`src/rtl/lsu_mem_stage.sv`:
```
// RV32I load/store memory stage driving a req/gnt/rvalid data port.
// Define LSU_MISALIGN_TRAP_EN to trap misaligned accesses instead of aligning them.
module lsu_mem_stage #(
    parameter int XLEN   = 32,
    parameter int REG_AW = 5
) (
    input  logic              clk,
    input  logic              rst,
    input  logic              ex_valid,
    input  logic              ex_is_load,
    input  logic              ex_is_store,
    input  logic [2:0]        ex_funct3,
    input  logic [XLEN-1:0]   ex_addr,
    input  logic [XLEN-1:0]   ex_wdata,
    input  logic [REG_AW-1:0] ex_rd,
    output logic              lsu_busy,
    output logic              dmem_req,
    output logic              dmem_we,
    output logic [3:0]        dmem_be,
    output logic [XLEN-1:0]   dmem_addr,
    output logic [XLEN-1:0]   dmem_wdata,
    input  logic              dmem_gnt,
    input  logic              dmem_rvalid,
    input  logic [XLEN-1:0]   dmem_rdata,
`ifdef LSU_MISALIGN_TRAP_EN
    output logic              misalign_err,
`endif
    output logic              wb_valid,
    output logic [REG_AW-1:0] wb_rd,
    output logic [XLEN-1:0]   wb_data
);

    typedef enum logic [1:0] {IDLE, REQ, WAIT} state_t;

    state_t            state;
    logic [2:0]        f3_q;
    logic [1:0]        off_q;
    logic [REG_AW-1:0] rd_q;

    logic              is_mem;
    logic              legal;
    logic              go;
    logic [1:0]        off;
    logic [3:0]        be;
    logic [XLEN-1:0]   wdata;
    logic [XLEN-1:0]   shifted;
    logic [XLEN-1:0]   ext;

    assign lsu_busy = (state != IDLE);

    // Stores only have SB/SH/SW; loads add LBU/LHU.
    always_comb begin
        is_mem = ex_valid & (ex_is_load | ex_is_store);
        if (ex_is_store)
            legal = (ex_funct3[2] == 1'b0) && (ex_funct3[1:0] != 2'b11);
        else
            legal = (ex_funct3[1:0] != 2'b11) && (ex_funct3 != 3'b110);
    end

    // Halfword lane uses addr[1] only, word ignores low bits entirely.
    always_comb begin
        off   = ex_addr[1:0];
        be    = 4'b0001 << ex_addr[1:0];
        wdata = {4{ex_wdata[7:0]}};
        case (ex_funct3[1:0])
            2'b00: begin
                off   = ex_addr[1:0];
                be    = 4'b0001 << ex_addr[1:0];
                wdata = {4{ex_wdata[7:0]}};
            end
            2'b01: begin
                off   = {ex_addr[1], 1'b0};
                be    = 4'b0011 << {ex_addr[1], 1'b0};
                wdata = {2{ex_wdata[15:0]}};
            end
            default: begin
                off   = 2'b00;
                be    = 4'b1111;
                wdata = ex_wdata;
            end
        endcase
    end

`ifdef LSU_MISALIGN_TRAP_EN
    logic misal;
    logic trap;
    always_comb begin
        misal = 1'b0;
        case (ex_funct3[1:0])
            2'b01:   misal = ex_addr[0];
            2'b10:   misal = |ex_addr[1:0];
            default: misal = 1'b0;
        endcase
        trap = is_mem & legal & misal;
        go   = is_mem & legal & ~misal;
    end
`else
    assign go = is_mem & legal;
`endif

    always_comb begin
        shifted = dmem_rdata >> {off_q, 3'b000};
        case (f3_q)
            3'b000:  ext = {{24{shifted[7]}}, shifted[7:0]};
            3'b100:  ext = {24'h0, shifted[7:0]};
            3'b001:  ext = {{16{shifted[15]}}, shifted[15:0]};
            3'b101:  ext = {16'h0, shifted[15:0]};
            default: ext = shifted;
        endcase
    end

    always_ff @(posedge clk or posedge rst) begin
        if (rst) begin
            state      <= IDLE;
            dmem_req   <= 1'b0;
            dmem_we    <= 1'b0;
            dmem_be    <= '0;
            dmem_addr  <= '0;
            dmem_wdata <= '0;
            f3_q       <= '0;
            off_q      <= '0;
            rd_q       <= '0;
            wb_valid   <= 1'b0;
            wb_rd      <= '0;
            wb_data    <= '0;
`ifdef LSU_MISALIGN_TRAP_EN
            misalign_err <= 1'b0;
`endif
        end else begin
            wb_valid <= 1'b0;
`ifdef LSU_MISALIGN_TRAP_EN
            misalign_err <= trap && (state == IDLE);
`endif
            case (state)
                IDLE: begin
                    if (go) begin
                        state      <= REQ;
                        dmem_req   <= 1'b1;
                        dmem_we    <= ex_is_store;
                        dmem_be    <= be;
                        dmem_addr  <= {ex_addr[XLEN-1:2], 2'b00};
                        dmem_wdata <= wdata;
                        f3_q       <= ex_funct3;
                        off_q      <= off;
                        rd_q       <= ex_rd;
                    end
                end
                REQ: begin
                    if (dmem_gnt) begin
                        dmem_req <= 1'b0;
                        state    <= dmem_we ? IDLE : WAIT;
                    end
                end
                WAIT: begin
                    if (dmem_rvalid) begin
                        wb_valid <= 1'b1;
                        wb_rd    <= rd_q;
                        wb_data  <= ext;
                        state    <= IDLE;
                    end
                end
                default: state <= IDLE;
            endcase
        end
    end

endmodule

```
`config.mk`:
```
export PLATFORM = sky130hd
export DESIGN_NAME = lsu_mem_stage
export DESIGN_NICKNAME = d
export VERILOG_FILES = /design/src/rtl/lsu_mem_stage.sv
export SDC_FILE = /design/constraint.sdc
export NUM_CORES = 1
export LEC_CHECK = 0
export ABC_AREA = 1
export CORE_AREA = 2 2 103 125
export CTS_BUF_LIST = sky130_fd_sc_hd__clkbuf_8
export DETAILED_ROUTE_END_ITERATION = 10
export DIE_AREA = 0 0 105 127
export GPL_TIMING_DRIVEN = 0
export PLACE_DENSITY = 0.85
export RECOVER_POWER = 100
export SLEW_MARGIN = 20
export SYNTH_ARGS = -nofsm -noshare
export SYNTH_HDL_FRONTEND = slang
export SYNTH_SLANG_ARGS = --single-unit
```
`constraint.sdc`:
```
create_clock -name clk -period 9.7 [get_ports clk]
set_input_delay 1.94 -clock clk [delete_from_list [all_inputs] [get_ports clk]]
set_output_delay 1.94 -clock clk [all_outputs]
set_load 0.05 [all_outputs]
```
; ---- Word level (Yosys, flattened, before mapping)
; Index checks and enable logic that the tools add are counted.
[word_totals]
ff_bits = 118
word_cells = 56
out_inout_bits = 109
[op_classes]
shifts = 3
n_eq_ne = 11
bitwise_logic = 4
n_reduce_logical = 11
muxes = 15
[op_table]
columns = cell, count
row1 = $pmux W32 S4, 1
row2 = $pmux W32 S2, 1
row3 = $shr A32 B5 Y32, 1
row4 = $mux W2, 4
row5 = $ne A2 B2 Y1 const B, 4
row6 = $pmux W4 S2, 1
row7 = $eq A3 B3 Y1 const B, 2
row8 = $pmux W2 S3, 1
row9 = $reduce_and A3 Y1, 2
row10 = $mux W1, 5
row11 = $eq A2 B1 Y1 const B, 2
row12 = $logic_not A2 Y1, 2
row13 = $pmux W2 S2, 1
row14 = $reduce_and A2 Y1, 2
row15 = $reduce_bool A2 Y1, 2
row16 = $shl A1 B2 Y4 const A, 1
row17 = $shl A2 B2 Y4 const A, 1
row18 = $eq A3 B1 Y1 const B, 1
row19 = $logic_not A3 Y1, 1
row20 = $ne A3 B3 Y1 const B, 1
row21 = $and A1 B1 Y1, 2
row22 = $eq A2 B2 Y1 const B, 1
row23 = $logic_and A1 B1 Y1, 2
row24 = $pmux W1 S2, 1
row25 = 2 further kinds, 2

; ---- Depth between registers and ports, before layout
; Gate-level depths: netlist (run 1).
[depth]
depth_word = 6
ltp_mapped = 10
ltp_nobuf = 8

; ---- Worst setup path before layout (run 1)
; OpenSTA, ideal clock, no wires.
[synth_timing]
kind = register to output
start = register state[0]
end = output port lsu_busy
path_buffers = 1
arrival_time_ps = 1210
stages_incl_launch_ff = 4
slack_ps = 6550
required_ps = 7760
path_cell_list = dfrtp_1 nor2_2 clkbuf_1 inv_1
[synth_between]
elab_chain_len = 1
[synth_lines]
columns = element, line
row1 = "start, declared", 35  ; state_t state;
row2 = "start signal, assigned", 151  ; state <= dmem_we ? IDLE : WAIT;
row3 = $reduce_bool A2 Y1, 49  ; assign lsu_busy = (state != IDLE);
row4 = "end, declared", 16  ; output logic lsu_busy,
; No other way between the ends.

; ---- Worst setup path after layout (run 1)
; Ends and elaborated chain as after synthesis.

==> results of run 1 <==
[worst paths after layout]
path,slack (ns),start,end
max in group asynchronous,5.80,rst,wb_data[8]
min in group asynchronous,2.70,rst,dmem_wdata[15]
worst max register to register,7.91,state[0],rd_q[1]
worst min-delay path,0.46,dmem_addr[27],dmem_addr[27]
worst max-delay path,5.45,state[0],lsu_busy
worst min register to register,0.46,dmem_addr[27],dmem_addr[27]
[logic make-up after synthesis]
family / Yosys count
AO/OA/AOI/OAI: 83
AND/OR/NAND/NOR: 432
buffers and inverters: 92
other: 1
flip-flops: 118
[flip-flops by register name, indices dropped and copies added (netlist names), 2 cells and up]
signal      count
dmem_addr      30
dmem_be         4
dmem_wdata     32
f3_q            3
off_q           2
rd_q            5
state           2
wb_data        32
wb_rd           5
[worst register-to-register path: cells and delay by family, from the launching register on]
| kind | cells | cell delay [ns] |
|---|---|---|
| flops | 1 | 0.41 |
| buf+inv | 2 | 0.83 |
| simple gates | 4 | 0.49 |
[metal layers]
layer	GRT usage	wire length, µm	vias up
met3	0.0750	1310	56
li1	-	-	2785
met4	0.141	724	0
met5	0	0	-
met2	0.460	8840	250
met1	0.329	7050	2700
[final cells by class]
| class | instances | area (µm²) | share of cell area |
|---|---|---|---|
| inverter | 47 | 178 | 0.0210 |
| clock inverter | 13 | 181 | 0.0214 |
| buffer | 45 | 220 | 0.0260 |
| sequential | 118 | 2950 | 0.349 |
| tap | 161 | 201 | 0.0238 |
| multi-input combinational | 517 | 2280 | 0.269 |
| clock buffer | 18 | 248 | 0.0293 |
| timing repair buffer | 218 | 2200 | 0.260 |
[through the flow]
step	hold slack, ns	setup slack [ns]	power [W]	utilization	instance area, µm²
after CTS	0.473	5.40	0.00267	0.709	8510
final	0.464	5.45	0.00259	0.705	8460
after floorplan	0.442	4.63	0.00167	-	5670
after global routing	0.501	5.30	0.00272	0.705	8460
after global placement	0.452	2.92	0.00215	0.670	8050
after detailed placement	0.455	5.88	0.00217	0.673	8080
[layout by cell type (no fill, tap or decap), drive strengths merged]
| cell | synthesis | final |
|---|---|---|
| clkbuf | 14 | 40 |
| nor3 | 3 | 3 |
| a21boi | 2 | 2 |
| or2 | 25 | 25 |
| inv | 47 | 46 |
| o211ai | 7 | 7 |
| nor2 | 35 | 35 |
| clkinv | 0 | 7 |
| o211a | 1 | 1 |
| nand3 | 89 | 89 |
| dfrtp | 118 | 118 |
| nand4 | 2 | 2 |
| conb | 1 | 2 |
| bufinv | 0 | 4 |
| a21oi | 30 | 30 |
| clkdlybuf4s50 | 0 | 107 |
| buf | 31 | 24 |
| dlygate4sd3 | 0 | 110 |
| nand2 | 277 | 277 |
| clkinvlp | 0 | 3 |
| nand3b | 1 | 1 |
| o21ai | 43 | 43 |
[power by group through the flow]
stage | logic [W] | registers [W] | clock network (W)
floorplan | 0.000314 | 0.00135 | 0
global placement | 0.00138 | 0.000774 | 0
detailed placement | 0.00140 | 0.000777 | 0
CTS | 0.00140 | 0.000773 | 0.000498
global route | 0.00141 | 0.000788 | 0.000522
finish | 0.00133 | 0.000765 | 0.000493
==> flow_metrics.env, run 1 <==
export IMPL_cts_resized_gates=0
export IMPL_cts_made_buffers=17
export IMPL_postRouteAntennaNets=0
export IMPL_post_route_min_period_ns=4.25
export IMPL_total_switching_power_w=0.00124
export IMPL_yosysWarningCount=0
export IMPL_dp_hpwl_mm=13.1
export IMPL_vias_per_cell=5.09
export IMPL_insertion_delay_ns=0.44
export IMPL_synth_common_cells="274 x nand2_1, 118 x dfrtp_1, 88 x nand3_1"
export IMPL_top_level_ports=220
export IMPL_p_leak_nw=4.30
export IMPL_power_density_cell_area_nw_per_um2=306
export IMPL_violations_in_the_final_reports="capacitance limit, slew limit"
export IMPL_port_buffers=217
export IMPL_synth_adder_area_share=0
export IMPL_area_growth_synth_to_final_pct=49.2
export IMPL_grt_antenna_before_repair=0
export IMPL_placedCellCount=1106
export IMPL_ir_worst_vdd_uv=174
export IMPL_synth_most_common_cell="nand2_1"
export IMPL_synthXorXnorAreaFrac=0
export IMPL_crit_buf_inv=3
export IMPL_avgRoutedWirePerCell_um=15.8
export IMPL_internal_power_w=0.00135
export IMPL_cts_root_buffer_cell="clkbuf_8"
export IMPL_whs_path_cells=2
export IMPL_critical_path_top_delay_family="buffers and inverters"
export IMPL_synth_area_leader_cell="dfrtp_1"
export IMPL_status="finished with violations"
export IMPL_routed_wl_mm=17.9
export IMPL_fin_tns_setup_ns=0
export IMPL_cts_hold_buffers_added=0
export IMPL_number_of_standard_cells_after_synthesis=726
export IMPL_worstSetupPathDepth=4
export IMPL_timing_final_max_slew_violations=59
export IMPL_fp_dieArea_um2=13300
export IMPL_timing_final_setup_violations=0
export IMPL_synth_async_reset_ratio=1.00
export IMPL_swShare=0.479
export IMPL_track_usage=0.276
export IMPL_comb_power_share=0.514
export IMPL_largest_net_degree_at_the_start_of_global_routing=61
export IMPL_first_global_vias=5685
export IMPL_synth_top_area_share=0.521
export IMPL_first_pass_grt_wire_length_mm=28.8
export IMPL_yosys_register_bits=118
export IMPL_worstSetupStartpointType="register"
export IMPL_post_layout_nets=1075
export IMPL_mappedNetlistArea_um2=5670
export IMPL_floorplan_die_width_um=105
export IMPL_first_pass_drt_iterations=5
export IMPL_routabilityCongestion=0.982
export IMPL_max_cap_violations=1
export IMPL_post_cts_buffers=0
export IMPL_timing_max_slew_rel_slack=-0.772
export IMPL_p_seq_frac=0.296
export IMPL_min_period_over_period=0.438
export IMPL_main_combinational_cell_family_by_area_after_synthesis="simple AND/OR/NAND/NOR gates"
export IMPL_synthDistinctLibCells=30
export IMPL_finalNonFillerCells=1137
export IMPL_timing_critical_path_arrival_ns=2.31
export IMPL_critPathMaxStageDelay_ns=0.77
export IMPL_clock_edge_transition_at_the_registers_on_the_reported_setup_and_hold_paths_ns=0.07
export IMPL_r2r_worst_path_cells=6
export IMPL_drc=0
export IMPL_synth_avg_cell_area_um2=7.81
export IMPL_timing_hold_violations_final=0
export IMPL_synth_edf_count=0
export IMPL_grt_overflow=0
export IMPL_synth_main_ff_cell="dfrtp_1"
export IMPL_setup_worst_path_class="register to primary output"
export IMPL_synth_mux_area_frac=0
export IMPL_initialDrtViolationCount=269
export IMPL_clock_fmax_ghz=0.235
export IMPL_synthSimpleGateAreaFrac=0.324
export IMPL_clock_sinks=118
export IMPL_core_rowCount=44
export IMPL_n_fill_cell=1025
export IMPL_vias=5791
export IMPL_crit_path_end_kind="primary output"
export IMPL_floorplan_initialDensity=0.472
export IMPL_share_clk_of_total_power=0.191
export IMPL_cts_tree="done"
export IMPL_path_cells="nor2_2, clkbuf_1, inv_1, dlygate4sd3_1"
export IMPL_ctsLongestPathBuffers=2
export IMPL_crit_required_ns=7.76
export IMPL_grt_setup_unrepaired="no"
export IMPL_final_layout_size_suffix_gt1_frac=0.0727
export IMPL_synth_seq_area_share=0.521
export IMPL_final_setup_skew_ns=0.0162
export IMPL_synth_area_leaders="dfrtp_1 52%, nand2_1 18%, nand3_1 7.8%, o21ai_0 3.4%, inv_1 2.7%"
export IMPL_hold_path_class="register to register"
export IMPL_antenna_cells_inserted=0
export IMPL_core_area_um2=12000
export IMPL_max_slew_worst_pin_slew_ns=2.64
export IMPL_cp_max_fo=10
export IMPL_synth_compound_area_share=0.0781
export IMPL_die_y_um=127
export IMPL_clock_tree_htree_level_count=4
export IMPL_slowest_stage="dlygate4sd3_1"
Note: power is estimated with default switching activity, not from simulation.
==> run 2: changes to the inputs <==
--- a/config.mk
+++ b/config.mk
@@ -6,12 +6,12 @@
 export NUM_CORES = 1
 export LEC_CHECK = 0
 export ABC_AREA = 1
-export CORE_AREA = 2 2 103 125
+export CORE_AREA = 2 2 106 128
 export CTS_BUF_LIST = sky130_fd_sc_hd__clkbuf_8
 export DETAILED_ROUTE_END_ITERATION = 10
-export DIE_AREA = 0 0 105 127
+export DIE_AREA = 0 0 108 130
 export GPL_TIMING_DRIVEN = 0
-export PLACE_DENSITY = 0.85
+export PLACE_DENSITY = 0.81
 export RECOVER_POWER = 100
 export SLEW_MARGIN = 20
 export SYNTH_ARGS = -nofsm -noshare
==> constraint.sdc (replaced) <==
create_clock -name clk -period 4.32 [get_ports clk]
set_input_delay 0.864 -clock clk [delete_from_list [all_inputs] [get_ports clk]]
set_output_delay 0.864 -clock clk [all_outputs]
set_load 0.05 [all_outputs]
==> run 2 against run 1 <==
The flow still finishes with violations (capacitance limit, slew limit). Critical path depth is the same. Design area shrank 0.49%. Sequential cell count is the same. Setup slack lost 4.3 ns. Count of clock-buffer cells in the layout is the same. Register-to-register slack lost 5.4 ns. First-iteration DRC count grew 9.3%. Cell count grew 0.53%. Die area grew 5.3%. Critical endpoint unchanged. Highest routed layer unchanged.
==> flow_metrics.env, run 2 (synthesis results as in run 1) <==
export IMPL_dp_hpwl_mm=12.9
export IMPL_top_level_ports=220
export IMPL_avgRoutedWirePerCell_um=15.2
export IMPL_setup_worst_path_class="register to primary output"
export IMPL_core_area_um2=12900
export IMPL_final_layout_size_suffix_gt1_frac=0.0708
export IMPL_timing_reg2reg_setup_slack_ns=2.56
export IMPL_post_route_min_period_ns=3.18
export IMPL_cp_max_fo=10
export IMPL_first_pass_drt_iterations=5
export IMPL_worstSetupStartpointType="register"
export IMPL_r2r_end="f3_q[2]"
export IMPL_top_regs="dmem_wdata (32), wb_data (32), dmem_addr (30)"
export IMPL_insertion_delay_ns=0.43
export IMPL_cts_made_buffers=17
export IMPL_routedLengthMet1_mm=6.98
export IMPL_setup_slack_ns=1.14
export IMPL_slowest_stage="dlygate4sd3_1"
export IMPL_fin_tns_setup_ns=0
export IMPL_hold_path_class="register to register"
export IMPL_comb_power_share=0.525
export IMPL_swShare=0.487
export IMPL_largest_net_degree_at_the_start_of_global_routing=64
export IMPL_final_common_cell="nand2_1"
export IMPL_track_usage=0.251
export IMPL_critPathMaxStageDelay_ns=0.77
export IMPL_first_global_vias=5399
export IMPL_whs_path_cells=2
export IMPL_layout_common_cells="275 x nand2_1, 118 x dfrtp_1, 110 x dlygate4sd3_1"
export IMPL_area_growth_synth_to_final_pct=48.5
export IMPL_cts_tree="done"
export IMPL_vias=5701
export IMPL_routabilityCongestion=0.983
export IMPL_maxUsedRoutingLayer="met4"
export IMPL_cts_resized_gates=0
export IMPL_wl_met2_mm=8.66
export IMPL_grt_setup_unrepaired="no"
export IMPL_timing_final_setup_violations=0
export IMPL_clock_edge_transition_at_the_registers_on_the_reported_setup_and_hold_paths_ns=0.07
export IMPL_clock_fmax_ghz=0.314
export IMPL_post_cts_buffers=0
export IMPL_clock_sinks=118
export IMPL_max_cap_violations=1
export IMPL_internal_power_w=0.00291
export IMPL_floorplan_initialDensity=0.438
export IMPL_core_rowCount=46
export IMPL_port_buffers=217
export IMPL_detailedPlace_worstSlack_ns=1.55
export IMPL_ctsLongestPathBuffers=2
export IMPL_p_seq_frac=0.302
export IMPL_cts_hold_buffers_added=0
export IMPL_initialDrtViolationCount=294
export IMPL_grt_overflow=0
export IMPL_p_leak_nw=4.26
export IMPL_timing_critical_path_arrival_ns=2.32
export IMPL_total_switching_power_w=0.00276
export IMPL_max_slew_worst_pin_slew_ns=2.52
export IMPL_min_delay_start="dmem_addr[28]"
export IMPL_postLayoutCoreUtil=0.650
export IMPL_first_pass_grt_wire_length_mm=27.3
export IMPL_violations_in_the_final_reports="capacitance limit, slew limit"
export IMPL_n_fill_cell=1158
export IMPL_fp_dieArea_um2=14000
export IMPL_crit_required_ns=3.46
export IMPL_crit_buf_inv=3
export IMPL_path_cells="nor2_2, clkbuf_1, inv_1, dlygate4sd3_1"
export IMPL_ir_worst_vdd_uv=375
export IMPL_min_period_over_period=0.736
export IMPL_post_layout_nets=1075
export IMPL_crit_path_end_kind="primary output"
export IMPL_postRouteAntennaNets=0
export IMPL_routed_wl_mm=17.3
export IMPL_antenna_cells_inserted=0
export IMPL_r2r_worst_path_cells=6
export IMPL_cts_root_buffer_cell="clkbuf_8"
export IMPL_timing_final_max_slew_violations=56
export IMPL_worstHoldEndpoint="dmem_addr[28]"
export IMPL_timing_max_slew_rel_slack=-0.689
export IMPL_route_met3_wl_mm=1.23
export IMPL_floorplan_die_width_um=108
export IMPL_power_density_cell_area_nw_per_um2=673
export IMPL_share_clk_of_total_power=0.172
export IMPL_drc=0
export IMPL_status="finished with violations"
export IMPL_r2r_start="state[0]"
export IMPL_die_y_um=130
export IMPL_vias_per_cell=4.99
export IMPL_grt_antenna_before_repair=0
export IMPL_critical_path_top_delay_family="buffers and inverters"
export IMPL_timing_hold_violations_final=0
export IMPL_final_setup_skew_ns=0.0126
export IMPL_clock_tree_htree_level_count=4
[run 2: changes by cell type in the layout (fill, tap and decap cells not counted), sizes merged]
| cell | delta |
|---|---|
| clkinvlp | +4 |
| clkinv | -3 |
| bufinv | -2 |
| buf | -1 |
| clkbuf | +1 |
[run 2: power by group through the flow]
stage | registers (W) | logic, W | clock network (W)
6_report | 0.00171 | 0.00298 | 0.000976
2_1_floorplan | 0.00304 | 0.000704 | 0
3_5_place_dp | 0.00175 | 0.00313 | 0
3_3_place_gp | 0.00173 | 0.00309 | 0
4_1_cts | 0.00173 | 0.00314 | 0.00100
5_1_grt | 0.00177 | 0.00316 | 0.00104
[run 2: how the worst max path moves through the flow]
stage	from	to	slack, ns	depth (start not counted)
2_1_floorplan	rst	dmem_addr[10]	0.33	1
3_3_place_gp	rst	wb_data[3]	-1.42	2
3_5_place_dp	state[0]	lsu_busy	1.55	4
4_1_cts	state[0]	lsu_busy	1.08	4
5_1_grt	state[0]	lsu_busy	0.99	4
6_report	state[0]	lsu_busy	1.14	4
[run 2: cell type report]
cell class	count	area, µm²	share of cell area
Buffer	45	219	0.0260
Timing Repair Buffer	218	2200	0.261
Clock buffer	18	248	0.0294
Multi-Input combinational cell	517	2280	0.271
Tap cell	168	210	0.0250
Inverter	47	178	0.0211
Sequential cell	118	2950	0.351
Clock inverter	12	133	0.0158
[run 2: layer usage]
layer	track usage	vias to the layer above
met5	0	-
met4	0.106	0
met3	0.0629	32
met2	0.429	237
met1	0.303	2655
li1	-	2777
[run 2: metrics by stage]
stage | instance area [µm²] | hold WS [ns] | power (W) | cells
floorplan | 5670 | 0.442 | 0.00374 | 727
global placement | 8050 | 0.451 | 0.00482 | 1112
detailed placement | 8090 | 0.457 | 0.00488 | 1113
CTS | 8470 | 0.474 | 0.00587 | 1143
global route | 8420 | 0.492 | 0.00597 | 1143
finish | 8420 | 0.464 | 0.00567 | 1143
[run 2: worst min-delay path, delay by kind of cell (launching register included)]
| kind | cells | cell delay (ns) |
|---|---|---|
| flops | 1 | 0.34 |
| simple gates | 2 | 0.09 |
